$ cat src/rtl/cadu_serializer.sv
// rtl/cadu_serializer.sv - CADU frame to serial bit stream, MSB first, CLK_DIV cycles per bit
// Optional CCSDS pseudo-randomizer enabled by defining CADU_RANDOMIZER_EN.
module cadu_serializer #(
  parameter int CADU_WIDTH = 2,
  parameter int CLK_DIV    = 4
) (
  input  logic                    clk_i,
  input  logic                    rst_i,
  input  logic [CADU_WIDTH*8-1:0] frame_i,
  input  logic                    frame_valid_i,
  output logic                    frame_ready_o,
  output logic                    data_o,
  output logic                    data_valid_o,
  output logic                    serializer_done_o,
  output logic [1:0]              fsm_state_o
);

  localparam int NBITS = CADU_WIDTH * 8;
  localparam int DIV_W = (CLK_DIV > 1) ? $clog2(CLK_DIV) : 1;
  localparam int BIT_W = (NBITS > 1) ? $clog2(NBITS) : 1;
  localparam logic [DIV_W-1:0] DIV_LAST = DIV_W'(CLK_DIV - 1);
  localparam logic [BIT_W-1:0] BIT_LAST = BIT_W'(NBITS - 1);

  localparam logic [1:0] IDLE  = 2'b00;
  localparam logic [1:0] SHIFT = 2'b01;
  localparam logic [1:0] DONE  = 2'b10;

  logic [1:0]       state;
  logic [NBITS-1:0] shreg;
  logic [DIV_W-1:0] div_cnt;
  logic [BIT_W-1:0] bit_cnt;
  logic             tick;
  logic             tx_bit;

  assign tick = (div_cnt == DIV_LAST);

`ifdef CADU_RANDOMIZER_EN
  // lfsr[7] is the current PN bit; the feedback realises x^8+x^7+x^5+x^3+1
  logic [7:0] lfsr;
  assign tx_bit = shreg[NBITS-1] ^ lfsr[7];
`else
  assign tx_bit = shreg[NBITS-1];
`endif

  always_ff @(posedge clk_i) begin
    if (rst_i) begin
      state   <= IDLE;
      shreg   <= '0;
      div_cnt <= '0;
      bit_cnt <= '0;
`ifdef CADU_RANDOMIZER_EN
      lfsr    <= '0;
`endif
    end else begin
      case (state)
        IDLE: begin
          if (frame_valid_i) begin
            shreg   <= frame_i;
            div_cnt <= '0;
            bit_cnt <= '0;
`ifdef CADU_RANDOMIZER_EN
            lfsr    <= 8'hFF;
`endif
            state   <= SHIFT;
          end
        end
        SHIFT: begin
          if (tick) begin
            div_cnt <= '0;
            shreg   <= {shreg[NBITS-2:0], 1'b0};
            bit_cnt <= bit_cnt + BIT_W'(1);
`ifdef CADU_RANDOMIZER_EN
            lfsr    <= {lfsr[6:0], lfsr[0] ^ lfsr[2] ^ lfsr[4] ^ lfsr[7]};
`endif
            if (bit_cnt == BIT_LAST) begin
              state <= DONE;
            end
          end else begin
            div_cnt <= div_cnt + DIV_W'(1);
          end
        end
        DONE: begin
          bit_cnt <= '0;
          state   <= IDLE;
        end
        default: state <= IDLE;
      endcase
    end
  end

  always_comb begin
    frame_ready_o     = (state == IDLE);
    data_valid_o      = (state == SHIFT);
    serializer_done_o = (state == DONE);
    data_o            = (state == SHIFT) & tx_bit;
    fsm_state_o       = state;
  end

endmodule

$ cat config.mk
export PLATFORM = sky130hd
export DESIGN_NAME = cadu_serializer
export DESIGN_NICKNAME = d
export VERILOG_FILES = /design/src/rtl/cadu_serializer.sv
export SDC_FILE = /design/constraint.sdc
export NUM_CORES = 1
export LEC_CHECK = 0
export CORE_ASPECT_RATIO = 0.6
export CORE_MARGIN = 2
export CORE_UTILIZATION = 50
export DETAILED_ROUTE_END_ITERATION = 8
export DONT_BUFFER_PORTS = 1
export HOLD_SLACK_MARGIN = 0.06
export PLACE_DENSITY = 0.77
export SLEW_MARGIN = 0
export SYNTH_ARGS = -nofsm -noshare
export SYNTH_HDL_FRONTEND = slang
export SYNTH_SLANG_ARGS = --single-unit
$ cat constraint.sdc
create_clock -name clk_i -period 2.9 [get_ports clk_i]
set_input_delay 0.145 -clock clk_i [delete_from_list [all_inputs] [get_ports clk_i]]
set_output_delay 0.145 -clock clk_i [all_outputs]
set_load 0.05 [all_outputs]
Yosys cells after proc, flatten, opt, wreduce, memory -nomap -nowiden:

Index checks and enable logic that the tools add are counted.

* multiplexer cells: 13
* bitwise gates (word level): 1
* $add $sub $neg: 2
* reductions and logical operators: 7
* equal/unequal tests: 7

Operator list (count)
* 16-bit two-way mux: 2
* 16-bit case mux with 2 select lines: 1
* 4-bit case mux with 3 select lines: 1
* 2-bit two-way mux: 5
* 3-bit AND reduction: 3
* 4-bit two-way mux: 2
* 2-bit case mux with 2 select lines: 2
* 4-bit by 1-bit adder with 4-bit output, second input constant: 1
* 2-bit equality test, second input constant: 2
* 4-bit equality test, second input constant: 1
* 2-bit by 1-bit inequality test with 1-bit output, second input constant: 2
* 3-bit nonzero test: 1
* 2-bit by 1-bit adder with 2-bit output, second input constant: 1
* 2-bit by 1-bit equality test with 1-bit output, second input constant: 1
* 2-bit logical NOT: 1
* 2-bit inequality test, second input constant: 1
* 2-bit AND reduction: 1
* 2-bit nonzero test: 1
* 1-bit AND: 1

* output and inout port bits: 6
* logic and storage cells: 34
* register bits: 24

Depth between registers and ports, before layout:

* depth after elaboration: 4
* gate-level depth with buffers: 6
* depth with buffers taken out: 5

Least setup slack after synthesis:

No wires, ideal clock.

* path kind: reg-to-output
* start point: register state[1], in the netlist fsm_state_o[1]
* end point: output serializer_done_o
* path buffers: 1
* required time: 2755 ps
* cell stages (with the launch flop): 3
* arrival time: 1693 ps
* path slack: 1062 ps
* cell sequence: dfxtp_1 buf_2 nor2b_1

* cells in the longest elaborated chain, start to end: 1

RTL lines
* from (decl): RTL line 28 `logic [1:0] state;`
* from (signal assigned): RTL line 47 `state <= IDLE;`
* from (signal assigned): RTL line 64 `state <= SHIFT;`
* from (signal assigned): RTL line 76 `state <= DONE;`
* 2-bit equality test: RTL line 94 `serializer_done_o = (state == DONE);`
* to (decl): RTL line 14 `output logic serializer_done_o,`

No other way between the ends.

Worst setup path in the final report:

* start point: register div_cnt[0]
* end point: register shreg[8]

* cells in the longest elaborated chain, start to end: 3

RTL lines
* from (decl): RTL line 30 `logic [DIV_W-1:0] div_cnt;`
* from (signal assigned): RTL line 79 `div_cnt <= div_cnt + DIV_W'(1);`
* 2-bit equality test: RTL line 35 `assign tick = (div_cnt == DIV_LAST);`
* 2-bit by 1-bit inequality test with 1-bit output (no line)
* 3-bit AND reduction (no line)
* to (signal assigned): RTL line 58 `shreg <= frame_i;`
* to (signal assigned): RTL line 70 `shreg <= {shreg[NBITS-2:0], 1'b0};`
* to (decl): RTL line 29 `logic [NBITS-1:0] shreg;`

No other way between the ends.
A chain may end at the register's enable or synchronous reset.

==> impl_metrics.prom <==
# TYPE chip_impl_metric gauge
chip_impl_info{name="grt_setup_unrepaired",value="false"} 1
chip_impl_metric{name="report.final.slew_viol_count",unit=""} 0
chip_impl_metric{name="p_switching",unit="uW"} 188
chip_impl_info{name="synth_area_leaders",value="dfxtp_1 (41%), nand2_1 (11%), a311oi_2 (7.6%), nor2_1 (7.0%), a311oi_1 (6.7%)"} 1
chip_impl_info{name="cpMaxStageDelayCell",value="a21oi_4"} 1
chip_impl_metric{name="min_period_over_period",unit="%"} 84.1
chip_impl_metric{name="synthesis.area_per_instance",unit="sq um"} 8.30
chip_impl_metric{name="layout_min_cycle_time",unit="ns"} 2.44
chip_impl_metric{name="mappedNetlistNets",unit=""} 163
chip_impl_metric{name="hold_ws",unit="ns"} 0.0687
chip_impl_info{name="cells_along_the_critical_path",value="ha_1 > nand2_2 > a21oi_4 > nor2_1 > a311oi_2 > dlygate4sd3_1"} 1
chip_impl_info{name="critPathLaunch",value="div_cnt[0]"} 1
chip_impl_info{name="hold_path_class",value="in2reg"} 1
chip_impl_metric{name="grtUsageTotal",unit="%"} 20.4
chip_impl_metric{name="core_area",unit="sq um"} 2200
chip_impl_metric{name="synth-edff-count",unit=""} 0
chip_impl_metric{name="port-buffer-count",unit=""} 0
chip_impl_metric{name="power.density",unit="nW/um^2"} 514
chip_impl_metric{name="worstPathBufferInverterCount",unit=""} 1
chip_impl_metric{name="avgViaCountPerCell",unit=""} 5.56
chip_impl_metric{name="final-hold-violation-count",unit=""} 0
chip_impl_metric{name="floorplan.io_pins",unit=""} 25
chip_impl_metric{name="gp_congestion",unit=""} 0.749
chip_impl_metric{name="insertedDiodeCount",unit=""} 0
chip_impl_metric{name="wl_per_cell",unit="microns"} 13.6
chip_impl_metric{name="synth.yosys.seq_area_share",unit="%"} 40.8
chip_impl_metric{name="clock-sinks",unit=""} 24
chip_impl_metric{name="die-area",unit="sq um"} 2770
chip_impl_info{name="worstReg2RegEnd",value="shreg[8]"} 1
chip_impl_metric{name="netSwitchingFraction",unit="%"} 26.7
chip_impl_metric{name="finalPower",unit="uW"} 703
chip_impl_metric{name="globalRouteOverflowTotal",unit=""} 0
chip_impl_metric{name="timing.reg2reg.setup_slack",unit="ns"} 0.46
chip_impl_metric{name="number_of_cells_upsized_or_downsized_after_cts",unit=""} 0
chip_impl_metric{name="dp_hpwl",unit="microns"} 1630
chip_impl_metric{name="clk-insertion-delay-late",unit="ns"} 0.27
chip_impl_metric{name="post_synth_inst_count",unit=""} 142
chip_impl_metric{name="grt_pass1_wl",unit="microns"} 4370
chip_impl_metric{name="max_slew_margin",unit="%"} 34.0
chip_impl_info{name="critPathTopFamily",value="compound AO/OA/AOI/OAI gates"} 1
chip_impl_metric{name="final_antenna_net_count",unit=""} 0
chip_impl_info{name="post_synth_most_frequent_cells",value="nand2_1 (33), dfxtp_1 (24), nor2_1 (22), a311oi_1 (9)"} 1
chip_impl_metric{name="post_route_cells_drive_above_1_share",unit="%"} 11.1
chip_impl_metric{name="leakagePower",unit="nW"} 0.497
chip_impl_metric{name="cts-htree-levels",unit=""} 1
chip_impl_metric{name="antenna_violations_before_repair",unit=""} 0
chip_impl_metric{name="postSynth.asyncResetShare",unit="%"} 0
chip_impl_metric{name="pin_count_of_the_biggest_net_entering_global_routing",unit=""} 31
chip_impl_metric{name="via_count",unit=""} 1017
chip_impl_metric{name="cell_internal_power",unit="uW"} 515
chip_impl_info{name="run_status",value="complete, no violations"} 1
chip_impl_metric{name="power_frac_comb",unit="%"} 15.9
chip_impl_metric{name="area_delta_synth_final",unit="%"} 15.9
chip_impl_metric{name="floorplan.die.height",unit="microns"} 41.6
chip_impl_info{name="ctsRootBufferMaster",value="clkbuf_8"} 1
chip_impl_metric{name="die_x",unit="microns"} 66.7
chip_impl_metric{name="cts_buffers",unit=""} 3
chip_impl_metric{name="crit_path_max_fanout",unit=""} 30
chip_impl_metric{name="yosys_register_bits",unit=""} 24
chip_impl_metric{name="count_of_nets_after_finishing",unit=""} 175
chip_impl_metric{name="max_cap_violations",unit=""} 0
chip_impl_metric{name="r2r.worst_path.cells",unit=""} 6
chip_impl_metric{name="start_util",unit="%"} 53.7
chip_impl_info{name="synthFlopType",value="dfxtp_1"} 1
chip_impl_metric{name="vias_in_the_first_global_route",unit=""} 962
chip_impl_metric{name="cts_setup_buffers",unit=""} 0
chip_impl_metric{name="yosys.area.top_type_share",unit="%"} 40.8
chip_impl_metric{name="finalSetupViolations",unit=""} 0
chip_impl_metric{name="maximum_vdd_drop",unit="mV"} 0.185
chip_impl_metric{name="initialDrtViolationCount",unit=""} 48
chip_impl_metric{name="timing.critical_path.arrival",unit="ns"} 2.66
chip_impl_metric{name="power_share_of_the_clock_group",unit="%"} 32.7
chip_impl_metric{name="cp_slowest_stage_delay",unit="ns"} 0.63
chip_impl_info{name="setup.worst_path.end_class",value="flop"} 1
chip_impl_metric{name="detail_route.drc_violations",unit=""} 0
chip_impl_metric{name="first_pass_iters",unit=""} 4
chip_impl_metric{name="placed_cells_incl_taps",unit=""} 165
chip_impl_metric{name="clock_tree.buffer_depth",unit=""} 2
chip_impl_info{name="startpoint_type",value="flop"} 1
chip_impl_metric{name="syn-cell-area",unit="sq um"} 1180
chip_impl_metric{name="fin_worst_skew",unit="ns"} 0.00146
chip_impl_metric{name="floorplan.rows",unit=""} 13
chip_impl_metric{name="worstMarginPinSlew",unit="ns"} 0.987
chip_impl_info{name="timing.rr.start",value="div_cnt[0]"} 1
chip_impl_metric{name="clk_transition_reported_paths",unit="ns"} 0.08
chip_impl_metric{name="achievable-frequency",unit="MHz"} 410
chip_impl_metric{name="final_cells",unit=""} 183
chip_impl_metric{name="power_frac_seq",unit="%"} 51.4
chip_impl_metric{name="ys_warn_count",unit=""} 0
chip_impl_info{name="tritoncts_clock_tree",value="yes"} 1
chip_impl_metric{name="worst-path-stages",unit=""} 6
chip_impl_info{name="worst-setup-path-type",value="reg2reg"} 1
chip_impl_metric{name="required_time_worst_endpoint",unit="ns"} 3.12
chip_impl_info{name="synth_top_area_cell",value="dfxtp_1"} 1
chip_impl_metric{name="detail_route.wirelength",unit="microns"} 2480
chip_impl_info{name="critical_path.endpoint",value="shreg[8]"} 1
chip_impl_info{name="synth.most_common_cell",value="nand2_1"} 1
chip_impl_metric{name="setup_total_negative_slack",unit="ns"} 0
chip_impl_metric{name="ys_types",unit=""} 30
-- cell families after synthesis --
family | after synthesis | synth area share [%]
and+or+nand+nor | 75 | 28.3
DFF | 24 | 40.8
adders and majority gates | 2 | 2.12
buffers and inverters | 12 | 6.58
AOI/OAI and AO/OA | 29 | 22.2
-- stage by stage --
stage	area (sq um)	util, %	setup WS [ns]
detailed placement	1170	53.3	0.991
floorplan	1180	-	1.06
global route	1370	62.2	0.287
finish	1370	62.2	0.462
global placement	1170	53.3	1.09
CTS	1370	62.2	0.477
-- repair_timing --
| action | CTS | global route |
|---|---|---|
| endpoints found under the setup margin | 0 | 0 |
| hold buffers | 14 | 0 |
| hold endpoints to repair | 24 | 0 |
-- cell type report --
| cell class | count | area (sq um) |
|---|---|---|
| Clock buffer | 4 | 55.1 |
| Fill cell | 194 | 830 |
| Inverter | 2 | 10.0 |
| Multi-Input combinational cell | 106 | 621 |
| Sequential cell | 24 | 480 |
| Tap cell | 30 | 37.5 |
| Timing Repair Buffer | 17 | 163 |
-- how the worst min path moves through the flow --
| stage | end | slack [ns] | from | cells after the start |
|---|---|---|---|---|
| after detailed placement | shreg[0] | 0.22 | rst_i | 1 |
| final | shreg[7] | 0.07 | frame_i[7] | 2 |
| after CTS | shreg[7] | 0.06 | frame_i[7] | 2 |
| after floorplan | shreg[13] | 0.22 | rst_i | 1 |
| after global routing | shreg[7] | 0.06 | frame_i[7] | 2 |
| after global placement | shreg[12] | 0.22 | rst_i | 1 |
-- power groups by stage --
stage | logic, mW | registers (mW) | clock network [mW]
5_1_grt | 0.124 | 0.363 | 0.246
3_3_place_gp | 0.0873 | 0.367 | 0
6_report | 0.112 | 0.361 | 0.230
4_1_cts | 0.112 | 0.361 | 0.237
2_1_floorplan | 0.0852 | 0.370 | 0
3_5_place_dp | 0.0904 | 0.368 | 0
-- layer usage --
metal,global-route usage (%),up-vias,routed length (microns)
li1,-,519,-
met1,26.7,468,1230
met2,32.8,27,1090
met3,5.69,3,137
met4,6.12,0,21
met5,0,-,0
-- state kept, by name, indices dropped and copies added (netlist names) --
signal	flops
shreg	16
bit_cnt	4
fsm_state_o	2
div_cnt	2
-- placed cells by master, fill, tap and decap left out --
| cell | netlist | final |
|---|---|---|
| nand2_1 | 33 | 33 |
| dfxtp_1 | 24 | 24 |
| nor2_1 | 22 | 22 |
| dlygate4sd3_1 | 0 | 14 |
| a311oi_1 | 9 | 9 |
| a311oi_2 | 6 | 6 |
| a21oi_1 | 6 | 6 |
| nor3_1 | 5 | 5 |
| clkbuf_8 | 0 | 4 |
| nand2b_1 | 3 | 3 |
| buf_4 | 3 | 3 |
| nor2b_1 | 2 | 2 |
| nand3b_1 | 2 | 2 |
| nand4b_1 | 2 | 2 |
| a31oi_1 | 2 | 2 |
| nand3_1 | 2 | 2 |
| ha_1 | 2 | 2 |
| inv_4 | 1 | 1 |
| and2_1 | 1 | 1 |
| nand2_2 | 1 | 1 |
| a21oi_4 | 1 | 1 |
| or3b_2 | 1 | 1 |
| or2b_1 | 1 | 1 |
| a21o_1 | 1 | 1 |
| o21bai_1 | 1 | 1 |
| a22oi_1 | 1 | 1 |
| inv_1 | 1 | 1 |
| o22ai_1 | 1 | 1 |
| o21ai_0 | 1 | 1 |
-- worst register-to-register path: cells and delay by family, from the launching register on --
family	cells	cell delay, ns
buf+inv	1	0.57
compound gates	2	0.88
flops	1	0.36
fa+ha+maj	1	0.33
simple gates	2	0.24
(Power assumes the default switching activity.)
